[config.mk]
export PLATFORM = sky130hd
export DESIGN_NAME = spi_mem_arbiter_flat
export DESIGN_NICKNAME = d
export VERILOG_FILES = /design/src/rtl/spi_mem_arbiter_if.sv /design/src/rtl/spi_mem_arbiter.sv /design/src/flat_wrapper.sv
export SDC_FILE = /design/constraint.sdc
export NUM_CORES = 1
export LEC_CHECK = 0
export ABC_AREA = 1
export CORE_MARGIN = 3
export CORE_UTILIZATION = 43
export CTS_CLUSTER_DIAMETER = 200
export CTS_CLUSTER_SIZE = 8
export DETAILED_ROUTE_END_ITERATION = 16
export GPL_TIMING_DRIVEN = 0
export PLACE_DENSITY_LB_ADDON = 0.08
export SYNTH_ARGS = -nofsm -noshare
export SYNTH_HDL_FRONTEND = slang
export SYNTH_SLANG_ARGS = --single-unit
[constraint.sdc]
create_clock -name clk -period 2.65 [get_ports clk]
set_input_delay 0.53 -clock clk [delete_from_list [all_inputs] [get_ports clk]]
set_output_delay 0.53 -clock clk [all_outputs]
set_load 0.05 [all_outputs]
[src/rtl/spi_mem_arbiter_if.sv]
// Request/ack bundle shared by the CPU, the loader, the arbiter and the spi_mem engine.
interface spi_mem_arbiter_if #(
  parameter int DW = 16
);
  logic          cpu_req_i;
  logic          cpu_rwb_i;
  logic [DW-1:0] cpu_addr_i;
  logic [DW-1:0] cpu_wdata_i;
  logic          cpu_ack_o;
  logic          cpu_stall_o;
  logic          ld_req_i;
  logic          ld_rwb_i;
  logic [DW-1:0] ld_addr_i;
  logic [DW-1:0] ld_wdata_i;
  logic          ld_ack_o;
  logic [DW-1:0] rdata_o;
  logic          err_o;
  logic          mem_start_o;
  logic          mem_rwb_o;
  logic [DW-1:0] mem_addr_o;
  logic [DW-1:0] mem_wdata_o;
  logic          mem_busy_i;
  logic [DW-1:0] mem_rdata_i;

  modport slave (
    input  cpu_req_i, cpu_rwb_i, cpu_addr_i, cpu_wdata_i,
    input  ld_req_i, ld_rwb_i, ld_addr_i, ld_wdata_i,
    input  mem_busy_i, mem_rdata_i,
    output cpu_ack_o, cpu_stall_o, ld_ack_o, rdata_o, err_o,
    output mem_start_o, mem_rwb_o, mem_addr_o, mem_wdata_o
  );

  modport master (
    output cpu_req_i, cpu_rwb_i, cpu_addr_i, cpu_wdata_i,
    output ld_req_i, ld_rwb_i, ld_addr_i, ld_wdata_i,
    output mem_busy_i, mem_rdata_i,
    input  cpu_ack_o, cpu_stall_o, ld_ack_o, rdata_o, err_o,
    input  mem_start_o, mem_rwb_o, mem_addr_o, mem_wdata_o
  );
endinterface

[src/rtl/spi_mem_arbiter.sv]
// Two-requester sequencer in front of spi_mem: arbitrates CPU vs loader, runs one
// transfer at a time and returns an ack, read data and a timeout error.
module spi_mem_arbiter #(
  parameter int DW          = 16,
  parameter int TIMEOUT     = 1024,
  parameter bit LOADER_PRIO = 1'b0
) (
  input logic              clk,
  input logic              reset,
  spi_mem_arbiter_if.slave bus
);

  localparam int            CW       = $clog2(TIMEOUT) + 1;
  localparam logic [CW-1:0] CNT_LAST = CW'(TIMEOUT - 1);
  localparam logic [CW-1:0] CNT_ONE  = CW'(1);
  localparam logic          GNT_CPU  = 1'b0;
  localparam logic          GNT_LD   = 1'b1;

  typedef enum logic [2:0] {
    S_IDLE  = 3'd0,
    S_START = 3'd1,
    S_WAIT  = 3'd2,
    S_XFER  = 3'd3,
    S_DONE  = 3'd4
  } state_t;

  state_t        r_state;
  state_t        w_state_nxt;
  logic          r_grant;
  logic          r_last_grant;
  logic [CW-1:0] r_cnt;
  logic [CW-1:0] w_cnt_inc;
  logic          w_timeout;
  logic          w_ld_wins;
  logic          w_capture;
  logic          w_abort;
  logic          w_launch;
  logic          r_cpu_ack;
  logic          r_ld_ack;
  logic          r_err;
  logic          r_start;
  logic          r_rwb;
  logic [DW-1:0] r_addr;
  logic [DW-1:0] r_wdata;
  logic [DW-1:0] r_rdata;

  assign w_cnt_inc = r_cnt + CNT_ONE;
  assign w_timeout = (w_cnt_inc >= CNT_LAST);
  assign w_launch  = (r_state == S_IDLE) && (w_state_nxt == S_START);

  // Tie-break: fixed loader priority, or the side that did not win last time.
  always_comb begin
    w_ld_wins = 1'b0;
    if (bus.ld_req_i && bus.cpu_req_i) begin
      w_ld_wins = LOADER_PRIO ? 1'b1 : (r_last_grant == GNT_CPU);
    end else if (bus.ld_req_i) begin
      w_ld_wins = 1'b1;
    end else begin
      w_ld_wins = 1'b0;
    end
  end

  // Sequencer next state; busy completion takes precedence over a same-cycle timeout.
  always_comb begin
    w_state_nxt = r_state;
    w_capture   = 1'b0;
    w_abort     = 1'b0;
    case (r_state)
      S_IDLE: begin
        if (bus.cpu_req_i || bus.ld_req_i) w_state_nxt = S_START;
        else                               w_state_nxt = S_IDLE;
      end
      S_START: w_state_nxt = S_WAIT;
      S_WAIT: begin
        if (bus.mem_busy_i) begin
          w_state_nxt = S_XFER;
        end else if (w_timeout) begin
          w_state_nxt = S_DONE;
          w_abort     = 1'b1;
        end else begin
          w_state_nxt = S_WAIT;
        end
      end
      S_XFER: begin
        if (!bus.mem_busy_i) begin
          w_state_nxt = S_DONE;
          w_capture   = 1'b1;
        end else if (w_timeout) begin
          w_state_nxt = S_DONE;
          w_abort     = 1'b1;
        end else begin
          w_state_nxt = S_XFER;
        end
      end
      S_DONE:  w_state_nxt = S_IDLE;
      default: w_state_nxt = S_IDLE;
    endcase
  end

  // State, timeout counter and grant bookkeeping.
  always_ff @(posedge clk or posedge reset) begin
    if (reset) begin
      r_state      <= S_IDLE;
      r_cnt        <= {CW{1'b0}};
      r_grant      <= GNT_CPU;
      r_last_grant <= GNT_LD;
    end else begin
      r_state <= w_state_nxt;
      if (r_state == S_START) begin
        r_cnt <= {CW{1'b0}};
      end else if ((r_state == S_WAIT) || (r_state == S_XFER)) begin
        r_cnt <= w_cnt_inc;
      end
      if (w_launch) begin
        r_grant <= w_ld_wins;
      end
      if (r_state == S_DONE) begin
        r_last_grant <= r_grant;
      end
    end
  end

  // Registered outputs: launch pulse, granted request fields, acks, error and read data.
  always_ff @(posedge clk or posedge reset) begin
    if (reset) begin
      r_start   <= 1'b0;
      r_cpu_ack <= 1'b0;
      r_ld_ack  <= 1'b0;
      r_err     <= 1'b0;
      r_rwb     <= 1'b1;
      r_addr    <= {DW{1'b0}};
      r_wdata   <= {DW{1'b0}};
      r_rdata   <= {DW{1'b0}};
    end else begin
      r_start   <= (w_state_nxt == S_START);
      r_cpu_ack <= (w_state_nxt == S_DONE) && (r_grant == GNT_CPU);
      r_ld_ack  <= (w_state_nxt == S_DONE) && (r_grant == GNT_LD);
      r_err     <= w_abort;
      if (w_launch) begin
        r_rwb   <= w_ld_wins ? bus.ld_rwb_i   : bus.cpu_rwb_i;
        r_addr  <= w_ld_wins ? bus.ld_addr_i  : bus.cpu_addr_i;
        r_wdata <= w_ld_wins ? bus.ld_wdata_i : bus.cpu_wdata_i;
      end
      if (w_capture && r_rwb) begin
        r_rdata <= bus.mem_rdata_i;
      end else if (w_abort && r_rwb) begin
        r_rdata <= {DW{1'b1}};
      end
    end
  end

  assign bus.cpu_ack_o   = r_cpu_ack;
  assign bus.ld_ack_o    = r_ld_ack;
  assign bus.cpu_stall_o = bus.cpu_req_i & ~r_cpu_ack;
  assign bus.err_o       = r_err;
  assign bus.rdata_o     = r_rdata;
  assign bus.mem_start_o = r_start;
  assign bus.mem_rwb_o   = r_rwb;
  assign bus.mem_addr_o  = r_addr;
  assign bus.mem_wdata_o = r_wdata;

endmodule

[src/flat_wrapper.sv]
// flat-port wrapper written by rule: the top's interface ports become plain ports
module spi_mem_arbiter_flat 
#(
  parameter int DW          = 16,
  parameter int TIMEOUT     = 1024,
  parameter bit LOADER_PRIO = 1'b0
)
  (clk, reset, bus_cpu_req_i, bus_cpu_rwb_i, bus_cpu_addr_i, bus_cpu_wdata_i, bus_ld_req_i, bus_ld_rwb_i, bus_ld_addr_i, bus_ld_wdata_i, bus_mem_busy_i, bus_mem_rdata_i, bus_cpu_ack_o, bus_cpu_stall_o, bus_ld_ack_o, bus_rdata_o, bus_err_o, bus_mem_start_o, bus_mem_rwb_o, bus_mem_addr_o, bus_mem_wdata_o);
  spi_mem_arbiter_if #(.DW(DW)) bus_i ();
  input logic clk;
  input logic reset;
  input wire logic [$bits(bus_i.cpu_req_i)-1:0] bus_cpu_req_i;
  input wire logic [$bits(bus_i.cpu_rwb_i)-1:0] bus_cpu_rwb_i;
  input wire logic [$bits(bus_i.cpu_addr_i)-1:0] bus_cpu_addr_i;
  input wire logic [$bits(bus_i.cpu_wdata_i)-1:0] bus_cpu_wdata_i;
  input wire logic [$bits(bus_i.ld_req_i)-1:0] bus_ld_req_i;
  input wire logic [$bits(bus_i.ld_rwb_i)-1:0] bus_ld_rwb_i;
  input wire logic [$bits(bus_i.ld_addr_i)-1:0] bus_ld_addr_i;
  input wire logic [$bits(bus_i.ld_wdata_i)-1:0] bus_ld_wdata_i;
  input wire logic [$bits(bus_i.mem_busy_i)-1:0] bus_mem_busy_i;
  input wire logic [$bits(bus_i.mem_rdata_i)-1:0] bus_mem_rdata_i;
  output wire logic [$bits(bus_i.cpu_ack_o)-1:0] bus_cpu_ack_o;
  output wire logic [$bits(bus_i.cpu_stall_o)-1:0] bus_cpu_stall_o;
  output wire logic [$bits(bus_i.ld_ack_o)-1:0] bus_ld_ack_o;
  output wire logic [$bits(bus_i.rdata_o)-1:0] bus_rdata_o;
  output wire logic [$bits(bus_i.err_o)-1:0] bus_err_o;
  output wire logic [$bits(bus_i.mem_start_o)-1:0] bus_mem_start_o;
  output wire logic [$bits(bus_i.mem_rwb_o)-1:0] bus_mem_rwb_o;
  output wire logic [$bits(bus_i.mem_addr_o)-1:0] bus_mem_addr_o;
  output wire logic [$bits(bus_i.mem_wdata_o)-1:0] bus_mem_wdata_o;
  assign bus_i.cpu_req_i = bus_cpu_req_i;
  assign bus_i.cpu_rwb_i = bus_cpu_rwb_i;
  assign bus_i.cpu_addr_i = bus_cpu_addr_i;
  assign bus_i.cpu_wdata_i = bus_cpu_wdata_i;
  assign bus_i.ld_req_i = bus_ld_req_i;
  assign bus_i.ld_rwb_i = bus_ld_rwb_i;
  assign bus_i.ld_addr_i = bus_ld_addr_i;
  assign bus_i.ld_wdata_i = bus_ld_wdata_i;
  assign bus_i.mem_busy_i = bus_mem_busy_i;
  assign bus_i.mem_rdata_i = bus_mem_rdata_i;
  assign bus_cpu_ack_o = bus_i.cpu_ack_o;
  assign bus_cpu_stall_o = bus_i.cpu_stall_o;
  assign bus_ld_ack_o = bus_i.ld_ack_o;
  assign bus_rdata_o = bus_i.rdata_o;
  assign bus_err_o = bus_i.err_o;
  assign bus_mem_start_o = bus_i.mem_start_o;
  assign bus_mem_rwb_o = bus_i.mem_rwb_o;
  assign bus_mem_addr_o = bus_i.mem_addr_o;
  assign bus_mem_wdata_o = bus_i.mem_wdata_o;
  spi_mem_arbiter #(.DW(DW), .TIMEOUT(TIMEOUT), .LOADER_PRIO(LOADER_PRIO)) u_core (.clk(clk), .reset(reset), .bus(bus_i));
endmodule
==> results.txt <==
----------------------------------------------------
[Logic synthesis]
  Area leader, netlist ... sky130_fd_sc_hd__dfrtp_1
  Syn Std Cell Area ... 3450 sq um
  Total of flip-flops plus latches after synthesis ... 69
  Avg Inst Size Synth ... 8.48 sq um
  Portion of the post-synthesis area used by sequential elements ... 50.1%
  Cells after synthesis ... 407
  Proportion of netlist area held by the largest area contributor ... 48.6%
  Cell variety after synth ... 29
  Leading post-synthesis cells by cell area ... sky130_fd_sc_hd__dfrtp_1 49%, sky130_fd_sc_hd__nand2_1 8.3%, sky130_fd_sc_hd__o31ai_1 7.2%
  Post-synthesis net count ... 496
  Synthesis warning total ... 0

[Place]
  Weighted congestion reported at the end of routability-driven placement ... 0.865
  Post-detailed-placement half-perimeter wirelength ... 6950 microns
  Port bufs ... 139
  Post-placement cell area ... 4970 sq um

[STA]
  Final setup viols ... 0
  Fmax ... 0.394 GHz
  Final critical-path required period ... 2540 ps
  Final critical-path share of the clock period ... 95.7%
  Measured slew at the worst slew-check pin ... 833 ps
  Final number of max-transition violations ... 0
  Final-layout setup total negative slack ... 0 ps
  Unrepaired setup endpoints after global routing ... false
  Worst setup skew after layout ... 10.7 ps
  Final hold violation count ... 0
  Headroom to the max-slew limit ... 44.5%

[Setup path]
  Top delay family on crit path ... buffers and inverters
  Critical Path Sink Type ... output pin
  Most common cell on crit path ... sky130_fd_sc_hd__clkdlybuf4s50_1
  Startpoint kind of the worst setup timing path ... primary input
  FF-to-FF setup slack ... 450 ps
  Delay of the slowest cell on the worst path ... 810 ps
  Worst R2R Start ... u_core.r_cnt[1]$_DFFE_PP0P_
  CP Launch Point ... bus_cpu_req_i
  Data required, critical path ... 2120 ps
  Worst reg2reg endpoint ... u_core.bus.rdata_o[1]$_DFFE_PP0P_
  CP bufs+invs ... 3
  Cell type of the slowest stage on the worst timing path ... sky130_fd_sc_hd__clkdlybuf4s50_1
  Number of cell instances on the worst register-to-register path ... 14
  Critical path data arrival time ... 2010 ps
  Largest fanout of any net on the critical path ... 3
  Cell chain of the critical path ... clkdlybuf4s50_1 > inv_1 > nor2_1 > clkdlybuf4s50_1
  Kind of critical path ... primary input to output pin

[Clock network]
  TritonCTS buffer count ... 9
  Number of setup buffers added after CTS ... 0
  CTS Root Buffer Type ... sky130_fd_sc_hd__clkbuf_8
  Clock tree from TritonCTS ... yes
  Clock slew at the register clock pins of the worst setup and hold paths ... 80 ps
  CTS-repair resized insts ... 0
  Count of hold buffers inserted by post-cts repair ... 0
  Clock Sink Count ... 69
  Clock latency of the later-clocked register in the worst-skew pair ... 340 ps
  Clock buffer depth ... 2
  Depth of the CTS H-tree ... 3

[Global routing]
  GRT Overall Usage ... 21.1%
  Remaining Overflow, GRT ... 0
  Via count of the first global-routing pass ... 3286
  Wire length of the first global-routing pass ... 15100 microns
  Antenna violations before repair ... 0
  Pin count of the biggest net entering global routing ... 70

[Floorplanning]
  Chip Height ... 95.6 microns
  Initial core utilization ... 44.5%
  Number of core rows ... 32
  IO Count ... 141
  Die area ... 9140 sq um
  X dimension of the die ... 95.6 microns
  Core footprint ... 7770 sq um

[Min path]
  Start point of the worst hold path ... u_core.r_grant$_DFFE_PP0P_
  Worst hold stages ... 1
  End point of the most critical hold path ... u_core.bus.cpu_ack_o$_DFF_PP0_
  Type of the worst min-delay path ... register to register

[Route]
  Number of antenna-violating nets in the routed design ... 0
  Vias ... 3343
  Final routed wirelength across all metal layers ... 9350 microns
  DR pass1 iterations ... 4
  Total DRC errors in the routed layout ... 0
  Average wire length per cell after detail routing ... 14.1 microns
  Number of DRC violations after detailed-routing iteration 0 ... 147
  Via-per-instance ratio ... 5.03

[Power]
  Power density cells ... 1200 nW/um^2
  Static power due to leakage ... 2.25 nW
  Largest voltage drop on the vdd net ... 0.000753 V

[Layout]
  Number of antenna cells inserted ... 0
  Final design instance area without fill ... 5200 sq um
  Highest-count cells in the layout ignoring fill and taps ... 139 x sky130_fd_sc_hd__clkdlybuf4s50_1, 76 x sky130_fd_sc_hd__nand2_1, 67 x sky130_fd_sc_hd__dfrtp_1
  Synthesis-to-layout area growth ... 50.6%
  Commonest non-fill, non-tap cell in the layout ... sky130_fd_sc_hd__clkdlybuf4s50_1
  Storage cell area ... 1730 sq um
  Filler Cells Inserted ... 623
  Share of cells above drive strength 1 ... 12.5%
  Multi-input gate area in the final layout ... 1540 sq um
  Final-stage net count ... 646

[Run]
  Total of max-cap violations ... 0

[Run status]
  Run status ... finished, final reports clean

----------------------------------------------------
-- final cells by class --
class,instances,area share [%]
Clock inverter,4,1.35
Timing Repair Buffer,139,26.8
Multi-Input combinational cell,295,29.6
Buffer,23,2.07
Clock buffer,12,2.98
Inverter,20,1.49
Sequential cell,69,33.3
Tap cell,102,2.45
-- logic make-up after synthesis --
logic type / synth area share (%)
flip-flops: 50.1
buffers and inverters: 5.29
adder cells (fa/ha/maj): 0.725
XOR/XNOR: 0.471
AO/OA/AOI/OAI: 15.8
AND/OR/NAND/NOR: 27.6
-- metal layers --
metal | wire, microns | global-route usage [%] | up-vias
met5 | 0 | 0 | -
met4 | 76 | 7.94 | 0
met3 | 779 | 7.26 | 8
met2 | 4510 | 34.3 | 102
met1 | 3990 | 25.8 | 1571
li1 | - | - | 1662
-- metrics by stage --
stage | utilization, % | worst slack, ps | cells | hold WS [ps] | total power, mW
CTS | 66.9 | 100 | 664 | 471 | 6.28
global placement | 64.0 | -850 | 648 | 465 | 5.25
detailed placement | 64.0 | 99.9 | 648 | 466 | 5.29
floorplan | - | 383 | 407 | 422 | 4.07
finish | 66.9 | 113 | 664 | 473 | 6.23
global route | 66.9 | 34.3 | 664 | 474 | 6.60
-- cell usage after synthesis, drive strengths merged --
cell	count
a31oi	1
a22oi	1
nor3	1
inv	20
or2	16
ha	2
clkbuf	20
nor2	52
o211ai	1
dfrtp	67
o22ai	4
nand4	2
a21oi	35
o21bai	3
o31ai	33
o21ai	11
nand2	101
dfstp	2
xor2	1
buf	3
nand3	31
-- how the worst max path moves through the flow --
stage	end	slack (ps)	cells past startpoint
detailed placement	bus_cpu_stall_o	100	4
floorplan	u_core.bus.cpu_ack_o$_DFF_PP0_	380	1
global placement	u_core.bus.mem_addr_o[4]$_DFFE_PP0P_	-850	2
global route	bus_cpu_stall_o	30	4
finish	bus_cpu_stall_o	110	4
CTS	bus_cpu_stall_o	100	4
-- power breakdown --
part | total (mW) | internal (mW) | switching, mW
registers | 1.78 | 1.51 | 0.269
logic | 3.48 | 1.16 | 2.32
clock network | 0.971 | 0.579 | 0.392
-- state kept, by name, summed over array words and instances, names as in the netlist --
name                    cells
u_core.bus.mem_addr_o      16
u_core.bus.mem_wdata_o     16
u_core.bus.rdata_o         16
u_core.r_cnt               11
u_core.r_state              3
u_core.bus.cpu_ack_o        1
u_core.bus.err_o            1
u_core.bus.ld_ack_o         1
u_core.bus.mem_rwb_o        1
u_core.bus.mem_start_o      1
u_core.r_grant              1
u_core.r_last_grant         1
-- worst reg2reg max path, delay by kind of cell (launching register included) --
| family | cells | cell delay, ps |
|---|---|---|
| buffers and inverters | 2 | 270 |
| xor gates and xnor gates | 1 | 210 |
| adders and majority gates | 1 | 220 |
| and+or+nand+nor | 10 | 970 |
| DFF | 1 | 420 |
Power figures use the tool's default switching activity.
